**src/rtl/smart_mac_mr.sv**
```systemverilog
// smart_mac_mr: multi-region memory access controller for the openMSP430
// data-memory read path. Each region pairs a key range with a code range that
// may only be entered at its first address. Violations blank read data in the
// same cycle, fire a stretched reset pulse and are latched for post-mortem.
// Optional feature macro: SMART_MAC_DEBUG_BYPASS_EN adds the disable_debug
// input, which suppresses the reset pulse and the data masking.
module smart_mac_mr #(
    parameter int NUM_REGIONS = 2,
    parameter int ADDR_W      = 16,
    parameter int RST_CYCLES  = 4,
    parameter logic [NUM_REGIONS*16-1:0] KEY_LO  = {16'h0400, 16'h0200},
    parameter logic [NUM_REGIONS*16-1:0] KEY_HI  = {16'h040F, 16'h020F},
    parameter logic [NUM_REGIONS*16-1:0] CODE_LO = {16'h0300, 16'h0100},
    parameter logic [NUM_REGIONS*16-1:0] CODE_HI = {16'h03FF, 16'h01FF}
) (
    input  logic                   mclk,
    input  logic                   reset_n,
    input  logic                   mem_en,
    input  logic [ADDR_W-1:0]      mem_addr,
    input  logic [15:0]            mem_din,
    input  logic [15:0]            ins_addr,
    input  logic                   viol_clr,
`ifdef SMART_MAC_DEBUG_BYPASS_EN
    input  logic                   disable_debug,
`endif
    output logic [15:0]            mem_dout,
    output logic [NUM_REGIONS-1:0] in_safe_area,
    output logic                   reset,
    output logic                   viol_valid,
    output logic [3:0]             viol_region,
    output logic [1:0]             viol_type,
    output logic [7:0]             viol_count
);

    typedef enum logic [0:0] {
        ST_IDLE = 1'b0,
        ST_HOLD = 1'b1
    } state_e;

    state_e                 state_q;
    logic [7:0]             cnt_q;
    logic                   reset_q;
    logic [NUM_REGIONS-1:0] inside_q;
    logic [NUM_REGIONS-1:0] inside_d;
    logic                   viol_valid_q;
    logic [3:0]             viol_region_q;
    logic [1:0]             viol_type_q;
    logic [7:0]             viol_count_q;

    logic [15:0]            addr16_s;
    logic [NUM_REGIONS-1:0] pc_in_s;
    logic [NUM_REGIONS-1:0] entry_s;
    logic [NUM_REGIONS-1:0] key_hit_s;
    logic [NUM_REGIONS-1:0] auth_s;
    logic [NUM_REGIONS-1:0] data_v_s;
    logic [NUM_REGIONS-1:0] entry_v_s;
    logic                   any_v_s;
    logic [3:0]             first_idx_s;
    logic [1:0]             first_type_s;
    logic                   bypass_s;

    assign addr16_s = 16'(mem_addr);

`ifdef SMART_MAC_DEBUG_BYPASS_EN
    assign bypass_s = disable_debug;
`else
    assign bypass_s = 1'b0;
`endif

    // Per-region address decode and violation terms.
    always_comb begin
        pc_in_s   = '0;
        entry_s   = '0;
        key_hit_s = '0;
        auth_s    = '0;
        data_v_s  = '0;
        entry_v_s = '0;
        for (int i = 0; i < NUM_REGIONS; i++) begin
            pc_in_s[i]   = (ins_addr >= CODE_LO[16*i +: 16]) && (ins_addr <= CODE_HI[16*i +: 16]);
            entry_s[i]   = (ins_addr == CODE_LO[16*i +: 16]);
            key_hit_s[i] = mem_en && (addr16_s >= KEY_LO[16*i +: 16]) && (addr16_s <= KEY_HI[16*i +: 16]);
            auth_s[i]    = (inside_q[i] && pc_in_s[i]) || entry_s[i];
            data_v_s[i]  = key_hit_s[i] && !auth_s[i];
            entry_v_s[i] = pc_in_s[i] && !entry_s[i] && !inside_q[i];
        end
        // Violations seen while the reset pulse is running are ignored.
        any_v_s = (|(data_v_s | entry_v_s)) && (state_q == ST_IDLE);
    end

    // Lowest violating region wins the capture; scan downward so it lands last.
    always_comb begin
        first_idx_s  = 4'h0;
        first_type_s = 2'b00;
        for (int i = NUM_REGIONS - 1; i >= 0; i--) begin
            first_idx_s  = (data_v_s[i] || entry_v_s[i]) ? 4'(i) : first_idx_s;
            first_type_s = (data_v_s[i] || entry_v_s[i]) ? {entry_v_s[i], data_v_s[i]} : first_type_s;
        end
    end

    // Next INSIDE/OUTSIDE state of each region.
    always_comb begin
        inside_d = inside_q;
        for (int i = 0; i < NUM_REGIONS; i++) begin
            if (state_q == ST_HOLD) begin
                inside_d[i] = 1'b0;
            end else if (entry_s[i]) begin
                inside_d[i] = 1'b1;
            end else if (!pc_in_s[i]) begin
                inside_d[i] = 1'b0;
            end else begin
                inside_d[i] = inside_q[i];
            end
        end
    end

    // Region state register.
    always_ff @(posedge mclk or negedge reset_n) begin
        if (!reset_n) begin
            inside_q <= '0;
        end else begin
            inside_q <= inside_d;
        end
    end

    // Reset-pulse FSM: a violation in IDLE holds reset high for RST_CYCLES cycles.
    always_ff @(posedge mclk or negedge reset_n) begin
        if (!reset_n) begin
            state_q <= ST_IDLE;
            cnt_q   <= 8'h00;
            reset_q <= 1'b0;
        end else begin
            case (state_q)
                ST_IDLE: begin
                    if (any_v_s) begin
                        state_q <= ST_HOLD;
                        cnt_q   <= 8'(RST_CYCLES - 1);
                        reset_q <= 1'b1;
                    end
                end
                ST_HOLD: begin
                    if (cnt_q == 8'h00) begin
                        state_q <= ST_IDLE;
                        reset_q <= 1'b0;
                    end else begin
                        cnt_q <= cnt_q - 8'h01;
                    end
                end
                default: begin
                    state_q <= ST_IDLE;
                    cnt_q   <= 8'h00;
                    reset_q <= 1'b0;
                end
            endcase
        end
    end

    // Violation capture; a new capture beats a simultaneous clear, count saturates.
    always_ff @(posedge mclk or negedge reset_n) begin
        if (!reset_n) begin
            viol_valid_q  <= 1'b0;
            viol_region_q <= 4'h0;
            viol_type_q   <= 2'b00;
            viol_count_q  <= 8'h00;
        end else if (any_v_s) begin
            viol_valid_q  <= 1'b1;
            viol_region_q <= first_idx_s;
            viol_type_q   <= first_type_s;
            if (viol_count_q != 8'hFF) begin
                viol_count_q <= viol_count_q + 8'h01;
            end
        end else if (viol_clr) begin
            viol_valid_q  <= 1'b0;
            viol_region_q <= 4'h0;
            viol_type_q   <= 2'b00;
        end
    end

    assign mem_dout     = ((any_v_s || reset_q) && !bypass_s) ? 16'h0000 : mem_din;
    assign reset        = reset_q && !bypass_s;
    assign in_safe_area = inside_q;
    assign viol_valid   = viol_valid_q;
    assign viol_region  = viol_region_q;
    assign viol_type    = viol_type_q;
    assign viol_count   = viol_count_q;

endmodule

```
**config.mk**
```make
export PLATFORM = sky130hd
export DESIGN_NAME = smart_mac_mr
export DESIGN_NICKNAME = d
export VERILOG_FILES = /design/src/rtl/smart_mac_mr.sv
export SDC_FILE = /design/constraint.sdc
export NUM_CORES = 1
export LEC_CHECK = 0
export ABC_CLOCK_PERIOD_IN_PS = 1800
export CORE_ASPECT_RATIO = 1.5
export CORE_MARGIN = 1.5
export CORE_UTILIZATION = 25
export CTS_BUF_LIST = sky130_fd_sc_hd__clkbuf_8
export DETAILED_ROUTE_END_ITERATION = 10
export PLACE_DENSITY_LB_ADDON = 0.15
export SYNTH_ARGS = -nofsm -noshare
export SYNTH_HDL_FRONTEND = slang
export SYNTH_SLANG_ARGS = --single-unit
```
**constraint.sdc**
```tcl
create_clock -name mclk -period 1.8 [get_ports mclk]
set_clock_uncertainty 0.15 [all_clocks]
set_input_delay 0.18 -clock mclk [delete_from_list [all_inputs] [get_ports mclk]]
set_output_delay 0.18 -clock mclk [all_outputs]
set_load 0.005 [all_outputs]
```
==> results.sh, run 1 <==
export IMPL_cp_slowest_cell="nor4b_4"
export IMPL_slew_viol_final=0
export IMPL_synth_top_family_by_area="simple AND/OR/NAND/NOR gates"
export IMPL_synthXorXnorAreaFrac=0.0400
export IMPL_drive_gt1_frac=0.453
export IMPL_drtPass1Iterations=4
export IMPL_ys_flop_type="dfrtp_1"
export IMPL_grt_antenna_before_repair=0
export IMPL_fmax_mhz=468
export IMPL_required_ps=1470
export IMPL_cts_buffer_depth=2
export IMPL_drc=0
export IMPL_grtUsageTotal=0.147
export IMPL_rsz0062_at_grt="true"
export IMPL_crit_top_cell="buf_6"
export IMPL_grt_pass1_vias=1685
export IMPL_synth_compound_area_frac=0.0856
export IMPL_combPwrFrac=0.333
export IMPL_floorplan_die_area_sq_mm=0.00662
export IMPL_r2r_cells=7
export IMPL_slowest_delay_ps=290
export IMPL_fin_crit_sh=1.19
export IMPL_seq_power_share=0.457
export IMPL_hold_class="in2async"
export IMPL_fp_coreArea_sq_mm=0.00587
export IMPL_p_total_uw=1560
export IMPL_path_cells="buf_6 -> nor4b_4 -> buf_4 -> nand3_4 -> mux2i_4 -> a21oi_4 -> nor2_4 -> buf_16 -> buf_6 -> and2_4 -> buf_6"
export IMPL_netlist_instances=157
export IMPL_drv_cap=0
export IMPL_p_int_uw=1080
export IMPL_fin_nets=334
export IMPL_vias=1624
export IMPL_path_clk_slew_ps=80
export IMPL_start_kind="input port"
export IMPL_cts_made_buffers=3
export IMPL_power_clock_fraction=0.210
export IMPL_grt_ovfl_total=0
export IMPL_antennaDiodeCount=0
export IMPL_synth_top_area_frac=0.392
export IMPL_critPathBufInv=5
export IMPL_synth_common_cells="dfrtp_1 (24), and2_1 (18), nand2_1 (11), nor2_1 (11), a21oi_1 (9)"
export IMPL_crit_arrival_ps=1810
export IMPL_final_hold_violation_count=0
export IMPL_synth_top_area_cell="dfrtp_1"
export IMPL_placementRows=34
export IMPL_power_leakage_uw=0.00136
export IMPL_outcome="complete, but fails checks"
export IMPL_violations="setup timing"
export IMPL_synth_area_mux_share=0.0604
export IMPL_clock_sinks=24
export IMPL_p_sw_uw=478
export IMPL_avgSynthCellArea_sq_um=9.77
export IMPL_die_x_microns=67.0
export IMPL_synth_area_sq_mm=0.00153
export IMPL_tritoncts="built"
export IMPL_cts_hold_buffers=0
export IMPL_routed_via_density=4.64
export IMPL_clk_latency_ps=270
export IMPL_period_needed_ps=2140
export IMPL_path_depth=11
export IMPL_setup_viol=22
export IMPL_synth_sequential_area_ratio=0.392
export IMPL_yosys_cell_types_count=50
export IMPL_p_per_area_mw_per_mm2=523
export IMPL_ant_nets=0
export IMPL_pin_count=86
export IMPL_start_util=0.261
export IMPL_holdWs_ps=114
export IMPL_gp_congestion=0.788
export IMPL_ys_async_sr_fraction=1.00
export IMPL_grt_pass1_wl_microns=7600
export IMPL_die_h_microns=98.9
export IMPL_dp_hpwl_microns=3470
export IMPL_cp_max_fo=7
export IMPL_drt_iter0_markers=12
export IMPL_setup_tns_ps=-4970
export IMPL_portBuffers=78
export IMPL_vdd_drop_max_v=0.000267
export IMPL_crit_type="in2out"
export IMPL_synth_edff_count=0
export IMPL_ys_ff_latch=24
export IMPL_cp_top_family="buffers and inverters"
export IMPL_p_sw_frac=0.307
export IMPL_placed_area_sq_mm=0.00265
export IMPL_yosys_warnings=0
export IMPL_fin_ws_ps=-338
export IMPL_synth_adder_area_share=0.0163
export IMPL_final_core_util=0.508
export IMPL_worstSetupEndpointType="output pin"
export IMPL_h_tree_depth=1
export IMPL_clockRootBuffer="clkbuf_8"
export IMPL_area_growth_pct=94.3
export IMPL_routed_wl_microns=4620
export IMPL_synth_most_common_cell="dfrtp_1"
export IMPL_grt_start_max_net_pins=25
export IMPL_final_area_sq_mm=0.00298
export IMPL_synth_simple_area_share=0.360
export IMPL_synth_area_top_cells="dfrtp_1 (39%), and2_1 (7.3%), a21oi_1 (2.9%)"
export IMPL_post_drt_wl_per_cell_microns=13.2
==> worst paths after layout <==
| kind | start | slack [ps] | end |
|---|---|---|---|
| worst min register to register | viol_valid | 350 | viol_valid |
| max in group asynchronous | reset_n | 1130 | viol_count[5] |
| min in group mclk | ins_addr[15] | 120 | in_safe_area[0] |
| worst max-delay path | ins_addr[11] | -340 | mem_dout[8] |
| worst min-delay path | reset_n | 110 | cnt_q[6] |
| worst max register to register | in_safe_area[1] | -20 | viol_count[7] |
==> stage by stage <==
stage / std cells / worst slack [ps]
finish: 350 / -338
global route: 350 / -407
CTS: 348 / -338
detailed placement: 333 / -1020
global placement: 333 / -995
floorplan: 159 / -120
==> metal layers <==
layer,wire length (microns),vias to the layer above,global-route usage
met5,0,-,0
met4,115,0,0.0612
met3,478,8,0.0388
met2,2420,76,0.265
met1,1610,744,0.157
li1,-,796,-
==> state kept, by name (all words and copies together), names as in the netlist <==
| name | cells |
|---|---|
| cnt_q | 8 |
| in_safe_area | 2 |
| reset | 1 |
| state_q | 1 |
| viol_count | 8 |
| viol_region | 1 |
| viol_type | 2 |
| viol_valid | 1 |
==> power by group through the flow <==
stage | Clock, uW | Combinational (uW) | Sequential, uW
CTS | 332 | 497 | 689
global placement | 0 | 486 | 699
floorplan | 0 | 205 | 708
finish | 327 | 519 | 712
detailed placement | 0 | 495 | 699
global route | 351 | 577 | 730
==> layout by cell type (no fill, tap or decap), types with 3 or more instances in the layout <==
cell | synthesis | final
conb_1 | 1 | 3
dfrtp_1 | 24 | 24
nor3_1 | 7 | 6
nor4_4 | 1 | 4
clkbuf_8 | 0 | 3
nand4_1 | 3 | 3
buf_6 | 1 | 22
xor2_1 | 5 | 5
and2_4 | 1 | 14
clkdlybuf4s50_1 | 0 | 33
clkdlybuf4s15_2 | 0 | 4
buf_2 | 3 | 9
and2_1 | 18 | 5
nand2_1 | 11 | 10
nor4b_2 | 0 | 3
a21oi_4 | 1 | 3
and4_1 | 4 | 3
a21oi_1 | 9 | 6
clkbuf_2 | 0 | 3
inv_1 | 4 | 4
nor2_1 | 11 | 10
buf_4 | 3 | 35
clkdlybuf4s15_1 | 0 | 6
o21ai_1 | 4 | 3
dlygate4sd2_1 | 0 | 9
==> cells by family after synthesis <==
| logic type | Yosys count |
|---|---|
| AO/OA/AOI/OAI | 21 |
| XOR/XNOR | 7 |
| adder cells (fa/ha/maj) | 2 |
| buffers and inverters | 12 |
| flip-flops | 24 |
| multiplexers | 6 |
| other | 1 |
| AND/OR/NAND/NOR | 84 |
==> area by class of cell <==
cell class / instances / area (sq um)
clock buffers: 3 / 41.3
fillers: 565 / 2890
inverters: 4 / 15.0
multi-input cells: 123 / 1080
flip-flops and latches: 24 / 601
well taps: 72 / 90.1
repair buffers: 124 / 1150
==> timing repair <==
item,4_1_cts,5_1_grt
pin swaps,25,10
endpoints found under the setup margin,37,34
buffers inserted,12,2
cloned,1,0
resized for setup,166,22
Note: power is estimated with default switching activity, not from simulation.
==> run 2: changes to the inputs <==
ABC_CLOCK_PERIOD_IN_PS = 2300   (was 1800)
clock period = 2.3 ns   (was 1.8 ns; I/O delays follow)
==> run 2 against run 1 <==
The run now ends clean. Setup slack improved by 360 ps. Power is 27% lower. Via count decreased by 6.3%. Clock power fell by 13%. Register-to-register slack improved by 280 ps. Sequential power fell by 21%. Design area decreased by 11%. Utilization down 5.3 points. Critical path type unchanged. Largest cell class is now multi-input gates.
==> results.sh, run 2 (same netlist as run 1, synthesis figures left out) <==
export IMPL_grt_start_max_net_pins=25
export IMPL_final_common_cell="clkdlybuf4s50_1"
export IMPL_floorplan_die_area_sq_mm=0.00662
export IMPL_fin_crit_sh=0.992
export IMPL_vdd_drop_max_v=0.000180
export IMPL_instances_no_fill=331
export IMPL_drtPass1Iterations=4
export IMPL_start_util=0.261
export IMPL_final_hold_violation_count=0
export IMPL_layout_common_cells="clkdlybuf4s50_1 (35), dfrtp_1 (24), buf_4 (20), dlygate4sd2_1 (19), buf_6 (14)"
export IMPL_hold_class="in2async"
export IMPL_h_tree_depth=1
export IMPL_slew_viol_final=0
export IMPL_grt_pass1_vias=1536
export IMPL_antennaDiodeCount=0
export IMPL_vias=1522
export IMPL_pin_count=86
export IMPL_required_ps=1920
export IMPL_ff2ff_setup_slack_ps=260
export IMPL_gp_congestion=0.789
export IMPL_start_kind="input port"
export IMPL_clock_sinks=24
export IMPL_nFillCells=577
export IMPL_routed_wl_microns=4120
export IMPL_drive_gt1_frac=0.313
export IMPL_placementRows=34
export IMPL_grtUsageTotal=0.126
export IMPL_period_needed_ps=2280
export IMPL_outcome="completed"
export IMPL_r2r_start="cnt_q[0]"
export IMPL_grt_pass1_wl_microns=6450
export IMPL_r2r_cells=8
export IMPL_r2r_end="cnt_q[5]"
export IMPL_clockRootBuffer="clkbuf_8"
export IMPL_grt_ovfl_total=0
export IMPL_die_h_microns=98.9
export IMPL_fin_nets=314
export IMPL_die_x_microns=67.0
export IMPL_rsz0062_at_grt="true"
export IMPL_cts_buffer_depth=2
export IMPL_path_clk_slew_ps=80
export IMPL_drc=0
export IMPL_ant_nets=0
export IMPL_drv_cap=0
export IMPL_setup_tns_ps=0
export IMPL_clk_latency_ps=270
export IMPL_p_per_area_mw_per_mm2=425
export IMPL_cts_made_buffers=3
export IMPL_fp_coreArea_sq_mm=0.00587
export IMPL_power_leakage_uw=0.00122
export IMPL_crit_type="in2out"
export IMPL_crit_arrival_ps=1900
export IMPL_fmax_mhz=438
export IMPL_portBuffers=78
export IMPL_tritoncts="built"
export IMPL_setup_viol=0
export IMPL_grt_antenna_before_repair=0
export IMPL_worstSetupEndpointType="output pin"
export IMPL_placedCellCount=319
export IMPL_routed_via_density=4.60
export IMPL_cp_max_fo=4
export IMPL_drt_iter0_markers=24
export IMPL_post_drt_wl_per_cell_microns=12.5
export IMPL_dp_hpwl_microns=3230
export IMPL_area_growth_pct=73.8
## run 2: cell count changes in the layout (fill, tap and decap cells not counted), sizes merged
| cell | delta |
|---|---|
| clkdlybuf4s50 | +2 |
| dlygate4sd2 | +10 |
| clkdlybuf4s15 | -8 |
| dlymetal6s2s | +1 |
| clkbuf | +8 |
| buf | -32 |
## run 2: layer usage
metal  GRT usage  part of all wire
met5           0                 0
met4      0.0597             0.024
met1       0.114              0.34
met2       0.247              0.53
met3      0.0320              0.11
## run 2: worst max path at each step
stage / startpoint / end / slack [ps]
after global routing: ins_addr[10] / mem_dout[5] / -70
after CTS: mem_addr[5] / mem_dout[15] / 3
after detailed placement: ins_addr[1] / mem_dout[7] / -540
final: ins_addr[10] / mem_dout[5] / 20
after global placement: ins_addr[1] / mem_dout[7] / -550
after floorplan: ins_addr[15] / viol_count[1] / 250
## run 2: report_power, final
group          switching, uW  total [uW]  internal, uW
combinational            116         283           167
sequential              75.3         563           488
clock                    133         286           153
## run 2: final cells by class
type,instances,area (sq um),area share
tap,72,90.1,0.0338
timing repair buffer,104,922,0.346
clock buffer,4,55.1,0.0206
inverter,4,15.0,0.00563
multi-input combinational,123,983,0.369
sequential,24,601,0.225
## run 2: critical path: stages
cell and delay (ps):
buf_6 90, nor4b_4 360, buf_4 190, nand3b_4 100
mux2i_4 210, a21oi_4 180, nor2_4 60, buf_6 120
buf_4 120, and2_1 120, buf_2 120
## run 2: metrics by stage
| stage | cell area (sq um) | total power (uW) | util | hold WS (ps) | worst slack [ps] |
|---|---|---|---|---|---|
| floorplan | 1540 | 697 | - | -216 | 249 |
| global placement | 2490 | 853 | 0.425 | 315 | -550 |
| detailed placement | 2490 | 860 | 0.425 | 318 | -543 |
| CTS | 2620 | 1140 | 0.447 | 177 | 3.41 |
| global route | 2670 | 1210 | 0.454 | 192 | -69.3 |
| finish | 2670 | 1130 | 0.454 | 167 | 19.0 |
## run 2: timing repair
action                     4_1_cts  5_1_grt
setup endpoints to repair       17       16
gates resized for setup        103       31
buffers inserted                 5        2
gates cloned                     1        0
pin swaps                       12       15
hold buffers                     0        0
==> run 3: changes to the inputs <==
PLACE_DENSITY = 0.6   (was default)
PLACE_DENSITY_LB_ADDON = default   (was 0.15)
==> run 3 against run 2 <==
Cell count increased by 1.8%. Setup slack better by 53 ps. Wire length up 3.4%. Largest power group unchanged. Combinational power is essentially flat. Sequential power about the same. Sequential share of layout area decreased by 0.39 points. Register-to-register slack better by 60 ps. Non-clock buffer count increased by 6. Sequential cell count unchanged. Critical path depth is 2 lower. Count of clock-buffer cells in the layout shrank 1. Die area is the same.
==> results.sh, run 3 (same netlist as run 1, synthesis figures left out) <==
export IMPL_outcome="completed"
export IMPL_final_common_cell="clkdlybuf4s50_1"
export IMPL_grt_pass1_wl_microns=6670
export IMPL_placementRows=34
export IMPL_multiInputGateArea_sq_um=977
export IMPL_start_kind="input port"
export IMPL_fin_nets=320
export IMPL_grt_antenna_before_repair=0
export IMPL_ant_nets=0
export IMPL_clk_latency_ps=270
export IMPL_cts_made_buffers=3
export IMPL_setup_tns_ps=0
export IMPL_routed_via_density=4.61
export IMPL_worstSetupEndpointType="output pin"
export IMPL_p_sw_uw=332
export IMPL_grt_pass1_vias=1510
export IMPL_required_ps=1920
export IMPL_wl_met2_microns=2280
export IMPL_p_per_area_mw_per_mm2=449
export IMPL_nFillCells=581
export IMPL_routed_wl_microns=4260
export IMPL_cp_slowest_cell="nor4_4"
export IMPL_clock_sinks=24
export IMPL_p_int_uw=887
export IMPL_vdd_drop_max_v=0.000267
export IMPL_antennaDiodeCount=0
export IMPL_fmax_mhz=449
export IMPL_placed_area_sq_mm=0.00252
export IMPL_crit_arrival_ps=1850
export IMPL_p_sw_frac=0.272
export IMPL_grt_start_max_net_pins=25
export IMPL_holdWs_ps=170
export IMPL_cts_buffer_depth=2
export IMPL_power_leakage_uw=0.00130
export IMPL_wl_met1_microns=1490
export IMPL_layout_common_cells="clkdlybuf4s50_1 (37), buf_4 (29), dfrtp_1 (24), and2_1 (17), buf_2 (15)"
export IMPL_drv_cap=0
export IMPL_path_cells="dlygate4sd2_1 -> nor4_4 -> and4_4 -> mux2i_4 -> a21oi_4 -> nor2_4 -> buf_6 -> and2_1 -> buf_2"
export IMPL_crit_type="in2out"
export IMPL_grt_ovfl_total=0
export IMPL_drc=0
export IMPL_dp_hpwl_microns=3250
export IMPL_portBuffers=78
export IMPL_setup_viol=0
export IMPL_final_hold_violation_count=0
export IMPL_die_h_microns=98.9
export IMPL_fin_crit_sh=0.969
export IMPL_h_tree_depth=1
export IMPL_power_clock_fraction=0.307
export IMPL_combPwrFrac=0.234
export IMPL_vias=1554
export IMPL_floorplan_die_area_sq_mm=0.00662
export IMPL_p_total_uw=1220
export IMPL_grtUsageTotal=0.131
export IMPL_start_util=0.261
export IMPL_drtPass1Iterations=4
export IMPL_cp_max_fo=4
export IMPL_final_area_sq_mm=0.00271
export IMPL_fp_coreArea_sq_mm=0.00587
export IMPL_post_drt_wl_per_cell_microns=12.6
export IMPL_die_x_microns=67.0
export IMPL_seq_power_share=0.459
export IMPL_area_growth_pct=76.9
export IMPL_ff_latch_area_sq_um=601
export IMPL_wl_met3_microns=378
export IMPL_period_needed_ps=2230
export IMPL_hold_class="in2async"
export IMPL_drive_gt1_frac=0.291
export IMPL_gp_congestion=0.757
export IMPL_cts_hold_buffers=0
export IMPL_slowest_delay_ps=330
export IMPL_top_layer_used="met4"
export IMPL_drt_iter0_markers=12
export IMPL_path_clk_slew_ps=90
export IMPL_pin_count=86
export IMPL_slew_viol_final=0
export IMPL_tritoncts="built"
export IMPL_clockRootBuffer="clkbuf_8"
## run 3: stage by stage
step	instances	worst slack, ps	utilization
detailed placement	323	-539	0.430
floorplan	159	249	-
finish	337	71.7	0.462
global route	337	-9.41	0.462
global placement	323	-485	0.430
CTS	332	5.12	0.448
## run 3: cell type report
type                    count  area share
repair buffers            110       0.354
inverters                   4     0.00553
clock buffers               3      0.0152
clock inverters             1      0.0111
flip-flops and latches     24       0.221
multi-input cells         123       0.360
well taps                  72      0.0332
## run 3: routing by layer
layer | up-vias | GRT usage
li1 | 771 | -
met1 | 697 | 0.129
met2 | 78 | 0.252
met4 | 0 | 0.0706
met5 | - | 0
met3 | 8 | 0.0194
## run 3: final timing paths
path / start / endpoint / slack, ps / cells past startpoint
min reg2reg: viol_valid / viol_valid / 340 / 1
max reg2reg: cnt_q[0] / cnt_q[5] / 320 / 8
min: reset_n / viol_count[6] / 170 / 2
max in group asynchronous: reset_n / cnt_q[5] / 1590 / 2
min in group mclk: ins_addr[9] / viol_type[1] / 240 / 4
max: mem_addr[13] / mem_dout[4] / 70 / 9
## run 3: critical path, delay by kind of cell
| kind | cells | cell delay, ps |
|---|---|---|
| and+or+nand+nor | 4 | 830 |
| AOI/OAI and AO/OA | 1 | 210 |
| buffers and inverters | 3 | 500 |
| muxes | 1 | 80 |
## run 3: power groups by stage
stage / registers (uW) / logic [uW] / clock network, uW
floorplan: 549 / 148 / 0
CTS: 560 / 287 / 383
detailed placement: 568 / 296 / 0
finish: 560 / 285 / 375
global placement: 564 / 289 / 0
global route: 572 / 321 / 403
## run 3: timing repair
item	in CTS	in global routing
gates cloned	1	0
gates resized for setup	96	18
endpoints found under the setup margin	17	16
pin swaps	15	11
buffers inserted	4	5
